File: src/rtl/wishbone_timer_pkg.sv
// Shared definitions for the wishbone machine timer: register offsets
// (word index taken from adr[4:2]), the bus FSM state type and a byte-lane
// merge helper used for sel-qualified writes.
package wishbone_timer_pkg;

  localparam logic [2:0] OFF_MTIME_LO    = 3'd0;
  localparam logic [2:0] OFF_MTIME_HI    = 3'd1;
  localparam logic [2:0] OFF_MTIMECMP_LO = 3'd2;
  localparam logic [2:0] OFF_MTIMECMP_HI = 3'd3;
  localparam logic [2:0] OFF_CTRL        = 3'd4;
  localparam logic [2:0] OFF_PRESCALE    = 3'd5;

  typedef enum logic {
    ST_IDLE = 1'b0,
    ST_ACK  = 1'b1
  } timer_bus_state_t;

  // Replace the bytes of old_v whose sel bit is set with the bytes of new_v.
  function automatic logic [31:0] byte_merge(input logic [31:0] old_v,
                                             input logic [31:0] new_v,
                                             input logic [3:0]  sel);
    logic [31:0] res;
    res = old_v;
    for (int i = 0; i < 4; i++)
      if (sel[i]) res[i*8 +: 8] = new_v[i*8 +: 8];
    return res;
  endfunction

endpackage

File: src/rtl/wishbone_timer_if.sv
// Classic single-beat wishbone bus bundle.
//   master drives: cyc, stb, we, adr[31:0], sel[3:0], wdata[31:0]
//   slave drives : rdata[31:0], ack
interface wishbone_if;
  logic        cyc;
  logic        stb;
  logic        we;
  logic [31:0] adr;
  logic [3:0]  sel;
  logic [31:0] wdata;
  logic [31:0] rdata;
  logic        ack;

  modport master (output cyc, stb, we, adr, sel, wdata, input rdata, ack);
  modport slave  (input cyc, stb, we, adr, sel, wdata, output rdata, ack);
endinterface

File: src/rtl/wishbone_timer_prescaler.sv
// 16-bit prescale counter for the machine timer.
//   clk, reset : clock, async active-high reset
//   enable     : counter runs while high, held at 0 while low
//   clr        : restart the count (PRESCALE register write)
//   prescale   : terminal count; tick fires once every prescale+1 clocks
//   tick       : single-cycle increment strobe for mtime
module timer_prescaler (
  input  logic        clk,
  input  logic        reset,
  input  logic        enable,
  input  logic        clr,
  input  logic [15:0] prescale,
  output logic        tick
);
  logic [15:0] cnt_q, cnt_d;

  // A PRESCALE write restarts the period, so no tick is issued in that cycle.
  assign tick = enable && !clr && (cnt_q == prescale);

  always_comb begin
    cnt_d = cnt_q + 16'd1;
    if (!enable || clr || tick) cnt_d = 16'd0;
  end

  always_ff @(posedge clk or posedge reset)
    if (reset) cnt_q <= 16'd0;
    else       cnt_q <= cnt_d;
endmodule

File: src/rtl/wishbone_timer.sv
// Wishbone-attached RISC-V style machine timer (mtime / mtimecmp).
//   clk, reset   : clock, async active-high reset
//   wishbone_bus : slave port, word registers decoded from adr[4:2]
//   o_timer_irq  : registered irq_en && (mtime >= mtimecmp)
module wishbone_timer
  import wishbone_timer_pkg::*;
#(
  parameter logic [15:0] PRESCALE_RESET = 16'd0,
  parameter logic [63:0] CMP_RESET      = 64'hFFFF_FFFF_FFFF_FFFF
) (
  input  logic       clk,
  input  logic       reset,
  wishbone_if.slave  wishbone_bus,
  output logic       o_timer_irq
);
  timer_bus_state_t state_q, state_d;
  logic [31:0] rdata_q, rdata_d;
  logic [63:0] mtime_q, mtime_d;
  logic [31:0] shadow_q, shadow_d;
  logic [63:0] cmp_q, cmp_d;
  logic [1:0]  ctrl_q, ctrl_d;     // bit0 enable, bit1 irq_en
  logic [15:0] prescale_q, prescale_d;
  logic        irq_q, irq_d;

  logic        access, wr, rd, tick;
  logic [2:0]  off;
  logic [31:0] rd_val;
  logic        unused_adr;

  assign off        = wishbone_bus.adr[4:2];
  assign unused_adr = ^{wishbone_bus.adr[31:5], wishbone_bus.adr[1:0]};
  // Access is committed on the edge that moves IDLE -> ACK.
  assign access = (state_q == ST_IDLE) && wishbone_bus.cyc && wishbone_bus.stb;
  assign wr     = access && wishbone_bus.we;
  assign rd     = access && !wishbone_bus.we;

  timer_prescaler u_prescaler (
    .clk      (clk),
    .reset    (reset),
    .enable   (ctrl_q[0]),
    .clr      (wr && (off == OFF_PRESCALE)),
    .prescale (prescale_q),
    .tick     (tick)
  );

  always_comb begin
    rd_val = 32'd0;
    case (off)
      OFF_MTIME_LO:    rd_val = mtime_q[31:0];
      OFF_MTIME_HI:    rd_val = shadow_q;
      OFF_MTIMECMP_LO: rd_val = cmp_q[31:0];
      OFF_MTIMECMP_HI: rd_val = cmp_q[63:32];
      OFF_CTRL:        rd_val = {30'd0, ctrl_q};
      OFF_PRESCALE:    rd_val = {16'd0, prescale_q};
      default:         rd_val = 32'd0;
    endcase
  end

  always_comb begin
    state_d    = access ? ST_ACK : ST_IDLE;
    rdata_d    = rdata_q;
    shadow_d   = shadow_q;
    cmp_d      = cmp_q;
    ctrl_d     = ctrl_q;
    prescale_d = prescale_q;
    mtime_d    = tick ? mtime_q + 64'd1 : mtime_q;
    irq_d      = ctrl_q[1] && (mtime_q >= cmp_q);

    if (wr) begin
      case (off)
        // Bus write wins over the increment; the untouched half keeps its
        // pre-increment value.
        OFF_MTIME_LO: mtime_d = {mtime_q[63:32],
            byte_merge(mtime_q[31:0], wishbone_bus.wdata, wishbone_bus.sel)};
        OFF_MTIME_HI: mtime_d = {byte_merge(mtime_q[63:32],
            wishbone_bus.wdata, wishbone_bus.sel), mtime_q[31:0]};
        OFF_MTIMECMP_LO: cmp_d[31:0] =
            byte_merge(cmp_q[31:0], wishbone_bus.wdata, wishbone_bus.sel);
        OFF_MTIMECMP_HI: cmp_d[63:32] =
            byte_merge(cmp_q[63:32], wishbone_bus.wdata, wishbone_bus.sel);
        OFF_CTRL:
          if (wishbone_bus.sel[0]) ctrl_d = wishbone_bus.wdata[1:0];
        OFF_PRESCALE: begin
          if (wishbone_bus.sel[0]) prescale_d[7:0]  = wishbone_bus.wdata[7:0];
          if (wishbone_bus.sel[1]) prescale_d[15:8] = wishbone_bus.wdata[15:8];
        end
        default: ;
      endcase
    end

    if (rd) begin
      rdata_d = rd_val;
      // Latch the high word so a LO-then-HI read pair is coherent.
      if (off == OFF_MTIME_LO) shadow_d = mtime_q[63:32];
    end
  end

  always_ff @(posedge clk or posedge reset) begin
    if (reset) begin
      state_q    <= ST_IDLE;
      rdata_q    <= 32'd0;
      mtime_q    <= 64'd0;
      shadow_q   <= 32'd0;
      cmp_q      <= CMP_RESET;
      ctrl_q     <= 2'd0;
      prescale_q <= PRESCALE_RESET;
      irq_q      <= 1'b0;
    end else begin
      state_q    <= state_d;
      rdata_q    <= rdata_d;
      mtime_q    <= mtime_d;
      shadow_q   <= shadow_d;
      cmp_q      <= cmp_d;
      ctrl_q     <= ctrl_d;
      prescale_q <= prescale_d;
      irq_q      <= irq_d;
    end
  end

  assign wishbone_bus.ack   = (state_q == ST_ACK);
  assign wishbone_bus.rdata = rdata_q;
  assign o_timer_irq        = irq_q;
endmodule

File: src/flat_wrapper.sv
// flat-port wrapper written by rule: the top's interface ports become plain ports
module wishbone_timer_flat import wishbone_timer_pkg::*;
#(
  parameter logic [15:0] PRESCALE_RESET = 16'd0,
  parameter logic [63:0] CMP_RESET      = 64'hFFFF_FFFF_FFFF_FFFF
)
  (clk, reset, o_timer_irq, wishbone_bus_cyc, wishbone_bus_stb, wishbone_bus_we, wishbone_bus_adr, wishbone_bus_sel, wishbone_bus_wdata, wishbone_bus_rdata, wishbone_bus_ack);
  wishbone_if wishbone_bus_i ();
  input  logic clk;
  input  logic reset;
  output logic o_timer_irq;
  input wire logic [$bits(wishbone_bus_i.cyc)-1:0] wishbone_bus_cyc;
  input wire logic [$bits(wishbone_bus_i.stb)-1:0] wishbone_bus_stb;
  input wire logic [$bits(wishbone_bus_i.we)-1:0] wishbone_bus_we;
  input wire logic [$bits(wishbone_bus_i.adr)-1:0] wishbone_bus_adr;
  input wire logic [$bits(wishbone_bus_i.sel)-1:0] wishbone_bus_sel;
  input wire logic [$bits(wishbone_bus_i.wdata)-1:0] wishbone_bus_wdata;
  output wire logic [$bits(wishbone_bus_i.rdata)-1:0] wishbone_bus_rdata;
  output wire logic [$bits(wishbone_bus_i.ack)-1:0] wishbone_bus_ack;
  assign wishbone_bus_i.cyc = wishbone_bus_cyc;
  assign wishbone_bus_i.stb = wishbone_bus_stb;
  assign wishbone_bus_i.we = wishbone_bus_we;
  assign wishbone_bus_i.adr = wishbone_bus_adr;
  assign wishbone_bus_i.sel = wishbone_bus_sel;
  assign wishbone_bus_i.wdata = wishbone_bus_wdata;
  assign wishbone_bus_rdata = wishbone_bus_i.rdata;
  assign wishbone_bus_ack = wishbone_bus_i.ack;
  wishbone_timer #(.PRESCALE_RESET(PRESCALE_RESET), .CMP_RESET(CMP_RESET)) u_core (.clk(clk), .reset(reset), .wishbone_bus(wishbone_bus_i), .o_timer_irq(o_timer_irq));
endmodule
File: config.mk
export PLATFORM = sky130hd
export DESIGN_NAME = wishbone_timer_flat
export DESIGN_NICKNAME = d
export VERILOG_FILES = /design/src/rtl/wishbone_timer_pkg.sv /design/src/rtl/wishbone_timer_if.sv /design/src/rtl/wishbone_timer_prescaler.sv /design/src/rtl/wishbone_timer.sv /design/src/flat_wrapper.sv
export SDC_FILE = /design/constraint.sdc
export NUM_CORES = 1
export LEC_CHECK = 0
export ABC_AREA = 1
export BUFFER_PORTS_ARGS = -buffer_cell sky130_fd_sc_hd__buf_2
export CAP_MARGIN = 20
export CORE_AREA = 4 4 245 247
export CTS_CLUSTER_SIZE = 10
export DETAILED_ROUTE_END_ITERATION = 8
export DIE_AREA = 0 0 249 251
export PLACE_DENSITY_LB_ADDON = 0.1
export SLEW_MARGIN = 20
export SYNTH_ARGS = -nofsm -noshare
export SYNTH_HDL_FRONTEND = slang
export SYNTH_SLANG_ARGS = --single-unit
File: constraint.sdc
create_clock -name clk -period 8.74 [get_ports clk]
set_input_delay 1.748 -clock clk [delete_from_list [all_inputs] [get_ports clk]]
set_output_delay 1.748 -clock clk [all_outputs]
set_load 0.02 [all_outputs]
==> metrics.txt, run 1 <==
status=completed; worst clock skew=between 0.02 and 0.025 ns; Ports=about 110; n_diodes=0; fin. max-slew vios=0; post-DP HPWL=42500 um; max_slew headroom=37.8%; Die Span Y=about 250 um; Final Setup Violations=0; area grow syn2layout=14.9%; die area=0.0625 sq mm; drt total wl=about 56000 um; share of layout cells above drive strength 1=11.6%; Crit path required time=slightly above 9 ns; Initial Util=24.9%; first-pass GRT wire length=between 80000 and 90000 um; Die Wd=between 200 and 250 um; HP Class=register to register; row cnt=88; peak supply drop=between 150 and 200 uV; fmax=around 260 MHz; most frequent cells in the layout=585 x nand2_1, 230 x inv_1, 198 x nor2_1, 195 x o21ai_0, 164 x dfrtp_1; Max Cap Violations=0; Root Buffer=clkbuf_16; ys async rst share=between 90% and 100%; Wirelength per Cell=roughly 20 um; register area share after synthesis=between 40% and 50%; Layout Cells excl Fill=between 2000 and 3000; worst path cell trace=buf_2 > nand2_1 > nor2_2 > nand2_2 > o21ai_2 > nor2_4 > buf_4 > nand3_1 > xor2_1 > nand2_1 > nand2_1; CP dominant cell by count=nand2_1; Post-Synthesis Cell Area=between 0.01 and 0.015 sq mm; Util after Layout=28.6%; clk buf depth=3; pwr/cell area=between 200 and 250 mW/mm^2; Final Cycle Share=around 44%; WS Path Type=input pin to register; initial antenna violation count=0; clock sink total=between 200 and 250; hold depth=1; startpoint class of the critical path=input pin; Core Region=between 0.05 and 0.06 sq mm; RSZ-0062 raised after global routing=false; Syn. warnings=0; post-synthesis register bit count=228; syn_nets=2143; DRC=0; DR vias=about 13000; Hold Violations, Final=0; Cells after DPL=roughly 2800; critical path's largest stage delay=~0.63 ns; EDFF count, synth=0; PostCTS Resize Cnt=0; CTS Buf Count=29; Syn Inst Count=between 2000 and 2500; overall global routing resource usage=between 10% and 20%; DR vias/cell=4.69; worst-skew pair later-pin latency=0.59 ns; Worst Path Arrival=around 4.3 ns; total negative slack=0 ns; most common cell after layout, fill and taps aside=nand2_1; Clock transition at path regs=roughly 0.060 ns; gpl congestion=roughly 0.93; final antenna-violating net count=0; FF-to-FF path depth=13; fill count=around 6300; 1st-iter DRT viols=973; Setup Buffers After CTS=0; H-tree depth=1; Max FO, Critical Path=56; critical path capture point type=register; count of cell types in the netlist=46; Crit-path slowest cell=buf_4; cts hold-fix bufs=0; largest net degree at the start of global routing=roughly 110; Tightest Pin Transition=0.934 ns; Synth Flop Type=dfrtp_1; Lkg Pwr=approximately 7.3 nW; total gr overflow=0; router iterations before antenna repair=5; CTS tree=built; port bufs=slightly below 80; fin nets=around 2200; synthesized area per cell=roughly 7.2 sq um; vias in the first global route=roughly 13000; min cycle time layout=about 3.8 ns
-- flip-flops by register name (all words and copies together) (netlist names) --
signal,count
u_core.prescale_q,16
u_core.shadow_q,32
u_core.cmp_q,64
u_core.mtime_q,64
u_core.o_timer_irq,1
u_core.wishbone_bus.rdata,32
u_core.wishbone_bus.ack,1
u_core.ctrl_q,2
u_core.u_prescaler.cnt_q,16
-- critical path: cells and delay by family --
kind                   cells  cell delay (ns)
AO/OA/AOI/OAI              1             0.15
buffers and inverters      2             0.72
AND/OR/NAND/NOR            7             1.38
XOR/XNOR                   1             0.24
-- where the power goes --
part	internal [mW]	switching, mW	leakage [nW]
clock	0.682	0.498	0.448
combinational	0.390	0.702	4.11
sequential	1.29	0.326	2.79
-- cell type report --
| cell class | count | area (sq um) | area share, % |
|---|---|---|---|
| clock inverter | 3 | 30.0 | 0.182 |
| timing repair buffer | 91 | 490 | 2.98 |
| sequential | 228 | 5790 | 35.1 |
| inverter | 251 | 952 | 5.78 |
| tap | 765 | 957 | 5.81 |
| clock buffer | 50 | 885 | 5.37 |
| multi-input combinational | 1468 | 7380 | 44.8 |
-- final timing paths --
| path | from | endpoint | slack (ns) |
|---|---|---|---|
| worst max-delay path | wishbone_bus_stb | u_core.mtime_q[18] | 4.92 |
| worst min-delay path | u_core.wishbone_bus.ack | u_core.wishbone_bus.ack | 0.46 |
| worst max register to register | u_core.u_prescaler.cnt_q[0] | u_core.mtime_q[18] | 5.63 |
| worst min register to register | u_core.wishbone_bus.ack | u_core.wishbone_bus.ack | 0.46 |
| max in group asynchronous | reset | u_core.mtime_q[21] | 5.95 |
| min in group asynchronous | reset | u_core.o_timer_irq | 1.28 |
-- stage by stage --
stage               hold slack, ns  instance area [sq um]  total power [mW]  setup WS, ns
floorplan                    0.453                  14300              2.27         0.850
global placement             0.443                  15600              2.71          4.33
detailed placement           0.454                  15600              2.73          4.31
CTS                          0.462                  16500              3.95          4.92
global route                 0.479                  16500              4.19          4.74
finish                       0.455                  16500              3.89          4.92
-- metal layers --
layer / up-vias / wire length (um) / track usage [%] / part of all wire, %
li1: 6723 / - / - / -
met1: 6363 / 27900 / 25.5 / 50
met4: 0 / 1080 / 4.04 / 1.9
met3: 44 / 2090 / 1.67 / 3.7
met5: - / 0 / 0 / 0
met2: 261 / 25200 / 28.6 / 45
-- cell families (layout without fill, tap and decap cells) --
group	after synthesis	in the layout	synth area share, %
AND/OR/NAND/NOR	965	965	27.8
AO/OA/AOI/OAI	410	410	16.1
buffers and inverters	308	395	8.31
flip-flops	228	228	40.3
adder cells (fa/ha/maj)	66	66	5.76
XOR/XNOR	25	25	1.53
multiplexers	2	2	0.157
-- synth_stat cells (2+ instances only) --
master	n	area, sq um
nor2_1	198	743
o21ai_0	195	976
xor2_1	23	201
clkbuf_1	31	116
a211oi_1	2	15.0
o21bai_1	5	37.5
xnor2_1	2	17.5
a22oi_1	10	75.1
nor3_1	22	110
nand2_2	4	25.0
a21oi_2	4	35.0
o211ai_1	6	45.0
dfrtp_1	164	4100
buf_2	17	85.1
o21ai_1	11	55.1
buf_1	6	22.5
nor2_2	5	31.3
o22ai_1	12	75.1
ha_1	66	826
inv_2	18	67.6
nor3_2	3	30.0
mux2_2	2	22.5
buf_4	3	22.5
inv_1	231	867
o221ai_1	14	123
nand3_1	99	495
nand3b_1	5	37.5
o21a_1	3	22.5
o2111ai_1	5	43.8
dfstp_2	64	1680
nor2_4	4	45.0
nand4_1	25	156
nor3b_1	3	22.5
a221oi_1	23	201
nor4_1	6	37.5
nand2_1	587	2200
a21oi_1	117	586
No activity file was read; power rests on OpenSTA's default activity.
==> run 2: changes to the inputs <==
- clock period: 8.74 -> 3.6 ns (I/O delays scaled with it)
==> metrics.txt, run 2 (synthesis results as in run 1) <==
n_diodes=0 (unchanged); peak supply drop=365 uV (+130%); status=completed; first-pass GRT wire length=86300 um (+1.3%); Ports=107 (unchanged); cts hold-fix bufs=0 (unchanged); port bufs=77 (unchanged); most frequent cells in the layout=585 x nand2_1, 230 x inv_1, 198 x nor2_1, 195 x o21ai_0, 164 x dfrtp_1; Worst R2R Setup Slack=0.72 ns (-4.91 ns); CTS tree=built; area grow syn2layout=16.8%; initial antenna violation count=0 (unchanged); pre-CTS setup slack=0.601 ns (-3.71 ns); post-route setup slack=0.721 ns (-4.20 ns); Final Cycle Share=80.0%; Layout Cells excl Fill=2878 (+0.77%); Cells after DPL=2823 (+0.71%); clk buf depth=3 (unchanged); Clock transition at path regs=0.06 ns (about the same); router iterations before antenna repair=6 (+1); top flop regs=u_core.cmp_q x64, u_core.mtime_q x64; Final Setup Violations=0 (unchanged); FF-to-FF path depth=10 (-3); R2R Path End=u_core.mtime_q[45]; FF+latch area=0.00579 sq mm (unchanged); Tightest Pin Transition=0.949 ns (+0.0152 ns); Die Span Y=251 um (unchanged); largest net degree at the start of global routing=63 (-41%); total negative slack=0 ns (unchanged); fin nets=2229 (+0.95%); fmax=~350 MHz; Die Wd=249 um (unchanged); critical path's largest stage delay=0.54 ns (-0.09 ns); final antenna-violating net count=0 (unchanged); total gr overflow=0 (unchanged); Hold Violations, Final=0 (unchanged); die area=0.0625 sq mm (unchanged); Root Buffer=clkbuf_16; Initial Util=24.9% (unchanged); max_slew headroom=36.6% (-1.1 points); drt total wl=56400 um (+0.36%); HP Class=input pin to async pin; Top Usage Layer GRT=met2; worst-skew pair later-pin latency=0.58 ns (about the same); PostCTS Resize Cnt=0 (unchanged); Setup Buffers After CTS=0 (unchanged); overall global routing resource usage=17.8% (+0.15 points); WS Path Type=register to register; Max Cap Violations=0 (unchanged); Core Region=0.0576 sq mm (unchanged); Final Power=9.58 mW (+150%); M1 GR Usage=25.9% (+0.39 points); post-DP HPWL=44200 um (+4.0%); global-route met2 utilization=28.8% (+0.24 points); Wirelength per Cell=19.6 um (-0.41%); worst path cell trace=nand3_1 > inv_1 > nand2_1 > nor3_2 > nand2_1 > nor2_1 > nand2_1 > xor2_1 > nand2_1 > nand2_1; H-tree depth=1 (unchanged); worst clock skew=0.0133 ns (-0.0107 ns); Crit-path slowest cell=dfrtp_1; CP dominant cell by count=nand2_1; startpoint class of the critical path=register; gpl congestion=0.910 (-2.4%); most common cell after layout, fill and taps aside=nand2_1; share of layout cells above drive strength 1=12.6% (+1.0 points); fin. max-slew vios=0 (unchanged); Lkg Pwr=7.49 nW (+2.0%); 1st-iter DRT viols=1023 (+5.1%); vias in the first global route=13400 (+0.19%); clock sink total=228 (unchanged); GR Util met3=1.85% (+0.19 points); hold_ws=0.347 ns (-0.109 ns); DR vias/cell=4.72 (+0.74%); DR vias=13600 (+1.5%); fill count=6271 (-0.38%); row cnt=88 (unchanged); RSZ-0062 raised after global routing=false; Worst Path Arrival=3.35 ns (-0.92 ns); Max FO, Critical Path=7 (-88%); Crit path required time=4.07 ns (-5.12 ns); min cycle time layout=around 2.9 ns; area occupied by multi-input gates=0.00738 sq mm (unchanged); pwr/cell area=572 mW/mm^2 (+140%); CTS Buf Count=30 (+3.4%); critical path capture point type=register; RR Startpoint=u_core.mtime_q[2]; DRC=0 (unchanged)
[run 2: routing by layer]
| layer | share of wire [%] | routed length, um |
|---|---|---|
| met4 | 1.6 | 922 |
| met1 | 49 | 27700 |
| met2 | 45 | 25500 |
| met5 | 0 | 0 |
| met3 | 4.1 | 2300 |
[run 2: through the flow]
stage          cell area (sq um)  util, %
2_1_floorplan              14300        -
3_3_place_gp               15800     27.4
3_5_place_dp               15800     27.4
4_1_cts                    16800     29.1
5_1_grt                    16800     29.1
6_report                   16800     29.1
[run 2: critical path: cells and delay by family, from the launching register on]
family | cells | cell delay [ns]
flip-flops | 1 | 0.54
XOR/XNOR | 1 | 0.18
AND/OR/NAND/NOR | 8 | 1.83
buffers and inverters | 1 | 0.22
[run 2: power by group]
part           leakage (nW)  switching (mW)  internal (mW)  total (mW)
sequential             2.79           0.794           3.14        3.94
combinational          4.23            1.72          0.976        2.70
clock                 0.472            1.21           1.73        2.95
total                  7.49            3.73           5.85        9.58
[run 2: how the worst max path moves through the flow]
stage / start / endpoint / cells after the start
after global routing: u_core.mtime_q[2] / u_core.mtime_q[45] / 10
after floorplan: reset / u_core.ctrl_q[0] / 1
after global placement: wishbone_bus_stb / u_core.mtime_q[31] / 13
after CTS: u_core.mtime_q[2] / u_core.mtime_q[45] / 10
after detailed placement: wishbone_bus_stb / u_core.mtime_q[31] / 13
final: u_core.mtime_q[2] / u_core.mtime_q[45] / 10
[run 2: layout make-up]
| cell class | instances | area share, % |
|---|---|---|
| inverters | 251 | 5.66 |
| flip-flops and latches | 228 | 34.5 |
| clock buffers | 50 | 5.53 |
| multi-input cells | 1468 | 44.0 |
| well taps | 765 | 5.71 |
| clock inverters | 5 | 0.172 |
| repair buffers | 111 | 4.35 |
==> run 3: changes to the inputs <==
- ABC_AREA: 1 -> 0
- CORE_AREA: 4 4 245 247 -> 4 4 239 241
- DIE_AREA: 0 0 249 251 -> 0 0 243 245
- clock period: 3.6 -> 2.52 ns (I/O delays scaled with it)
==> metrics.txt, run 3 <==
WS Path Type=register to register; Die Wd=243 um (-2.4%); RSZ-0062 raised after global routing=true; most frequent cells in the layout=234 x buf_4, 163 x dfrtp_1, 114 x mux2_2, 106 x nor2_1, 92 x nand2_1; status=finished, violations left; gpl congestion=0.831 (-8.7%); synthesized area per cell=10.2 sq um (+42%); Initial Util=24.8% (-0.085 points); fin. max-slew vios=0 (unchanged); Tightest Pin Transition=0.841 ns (-0.108 ns); Yosys top cell by area=dfrtp_1; most frequent cell after synthesis=dfrtp_1; H-tree depth=1 (unchanged); Wirelength per Cell=23.1 um (+18%); EDFF count, synth=0 (unchanged); critical path capture point type=register; total gr overflow=0 (unchanged); max_slew headroom=44.0% (+7.3 points); Die Span Y=245 um (-2.4%); fill count=5687 (-9.3%); FF-to-FF path depth=6 (-4); DR vias=12000 (-12%); fin nets=1768 (-21%); overall global routing resource usage=18.0% (+0.25 points); hold_sp=wishbone_bus_wdata[18]; Crit-path slowest cell=or4_4; post-synthesis register bit count=228 (unchanged); clk buf depth=3 (unchanged); largest net degree at the start of global routing=124 (+97%); Worst Path Arrival=3.05 ns (-0.30 ns); min cycle time layout=2.53 ns (-0.351 ns); total negative slack=-0.0150 ns (-0.0150 ns); port bufs=77 (unchanged); DRC=0 (unchanged); Clock transition at path regs=0.06 ns (about the same); router iterations before antenna repair=5 (-1); RR Startpoint=u_core.mtime_q[10]; count of cell types in the netlist=78 (+70%); most common cell after layout, fill and taps aside=buf_4; worst clock skew=0.0138 ns (+0.000540 ns); Post-Synthesis Cell Area=0.0136 sq mm (-5.0%); Max Cap Violations=0 (unchanged); Root Buffer=clkbuf_16; drt total wl=54400 um (-3.6%); Hold Violations, Final=0 (unchanged); 1st-iter DRT viols=713 (-30%); peak supply drop=458 uV (+25%); initial antenna violation count=1 (+1); final antenna-violating net count=0 (unchanged); CTS tree=built; area grow syn2layout=30.9%; CP endpoint=u_core.mtime_q[30]; Final Setup Violations=2 (+2); DR vias/cell=5.08 (+7.5%); vias in the first global route=12500 (-6.7%); CTS Buf Count=30 (unchanged); HP Class=input pin to register; CP startpoint=u_core.mtime_q[10]; row cnt=86 (-2.3%); worst path cell trace=nand3_2 > or3_4 > or4_4 > or4b_4 > or4_4 > nand3_2; Synth Flop Type=dfrtp_1; syn_nets=1475 (-31%); Ports=107 (unchanged); Lkg Pwr=7.97 nW (+6.4%); post-route setup slack=-0.00839 ns (-0.729 ns); Layout Cells excl Fill=2356 (-18%); pwr/cell area=699 mW/mm^2 (+22%); top-area cell type share of the netlist area=30.1% (+1.5 points); share of layout cells above drive strength 1=37.9% (+25 points); top flop regs=u_core.cmp_q x64, u_core.mtime_q x64; R2R Path End=u_core.mtime_q[30]; post-DP HPWL=40700 um (-7.9%); Syn. warnings=0 (unchanged); Syn Inst Count=1336 (-33%); Final Cycle Share=100% (+20 points); worst-skew pair later-pin latency=0.59 ns (about the same); fmax=396 MHz (+14%); ys async rst share=100% (unchanged); Crit path required time=3.04 ns (-1.03 ns); Core Region=0.0549 sq mm (-4.7%); register area share after synthesis=42.5% (+2.1 points); die area=0.0595 sq mm (-4.7%); Max FO, Critical Path=4 (-3); Worst R2R Setup Slack=-0.008 ns (-0.73 ns); Synth top cells by count=164 x dfrtp_1, 114 x mux2_2, 107 x nor2_1; critical path's largest stage delay=0.53 ns (about the same); Synth area leaders=dfrtp_1 30%, dfstp_2 12%, mux2_2 9.4%; startpoint class of the critical path=register; Cells after DPL=2283 (-19%); clock sink total=228 (unchanged); first-pass GRT wire length=82500 um (-4.4%); failing checks=negative setup slack
==> run 3: cell types whose count changed in the layout (fill, tap and decap cells not counted), sizes merged, moves of 20 or more <==
cell | previous run | this run
nor4 | 6 | 29
inv | 249 | 79
a21oi | 121 | 50
nand3 | 99 | 60
mux4 | 0 | 24
nor2 | 208 | 107
buf | 111 | 327
mux2 | 2 | 114
nand2 | 591 | 92
and3 | 1 | 23
and2 | 1 | 21
o21ai | 207 | 44
==> run 3: logic make-up after synthesis <==
logic type | Yosys count | synth area share [%]
multiplexers | 156 | 14.7
flip-flops | 228 | 42.5
AND/OR/NAND/NOR | 448 | 17.1
AO/OA/AOI/OAI | 265 | 13.8
adder cells (fa/ha/maj) | 66 | 6.06
XOR/XNOR | 26 | 1.67
buffers and inverters | 147 | 4.20
==> run 3: worst min path at each step <==
stage	endpoint	slack (ns)	cells after the start
floorplan	u_core.shadow_q[14]	0.45	2
global placement	u_core.wishbone_bus.rdata[16]	0.41	2
detailed placement	u_core.wishbone_bus.rdata[16]	0.41	2
CTS	u_core.mtime_q[18]	0.17	2
global route	u_core.mtime_q[18]	0.22	2
finish	u_core.mtime_q[18]	0.21	2
==> run 3: report_power, final <==
group,internal (mW),total (mW),switching [mW]
sequential,4.26,4.72,0.456
clock,2.57,4.32,1.75
combinational,1.60,3.42,1.82
==> run 3: critical path: cells and delay by family (launching register included) <==
family / cells / cell delay (ns)
AND/OR/NAND/NOR: 6 / 2.05
flip-flops: 1 / 0.41
==> run 3: layout make-up <==
type                            count  area, sq um  area share [%]
Inverter                           80          304            1.71
Clock inverter                      6         57.6           0.323
Clock buffer                       48          920            5.16
Multi-Input combinational cell    961         7430            41.7
Antenna cell                        1         2.50          0.0140
Timing Repair Buffer              328         2450            13.7
Sequential cell                   228         5790            32.5
Tap cell                          704          881            4.94
==> run 3: timing repair <==
action | 4_1_cts | 5_1_grt
endpoints found under the hold margin | 2 | 0
buffers inserted | 4 | 13
resized for setup | 18 | 20
setup endpoints to repair | 24 | 19
pin swaps | 5 | 13
hold buffers | 1 | 0
==> run 3: stage by stage <==
step	worst slack, ns	hold WS (ns)	utilization (%)	total power [mW]	cell area [sq um]
final	-0.00839	0.214	32.5	12.5	17800
after global routing	-0.0472	0.216	32.5	13.2	17800
after CTS	-0.0146	0.174	32.1	12.6	17600
after detailed placement	-0.278	0.413	30.2	8.10	16500
after global placement	-0.311	0.414	30.2	8.08	16500
after floorplan	-0.912	0.445	-	6.42	13600
==> run 3: routing by layer <==
metal	vias up	GRT usage, %	share of wire, %
li1	5614	-	-
met1	6042	25.4	48
met2	253	30.0	47
met3	50	2.08	3.5
met4	0	3.67	1.8
met5	-	0	0
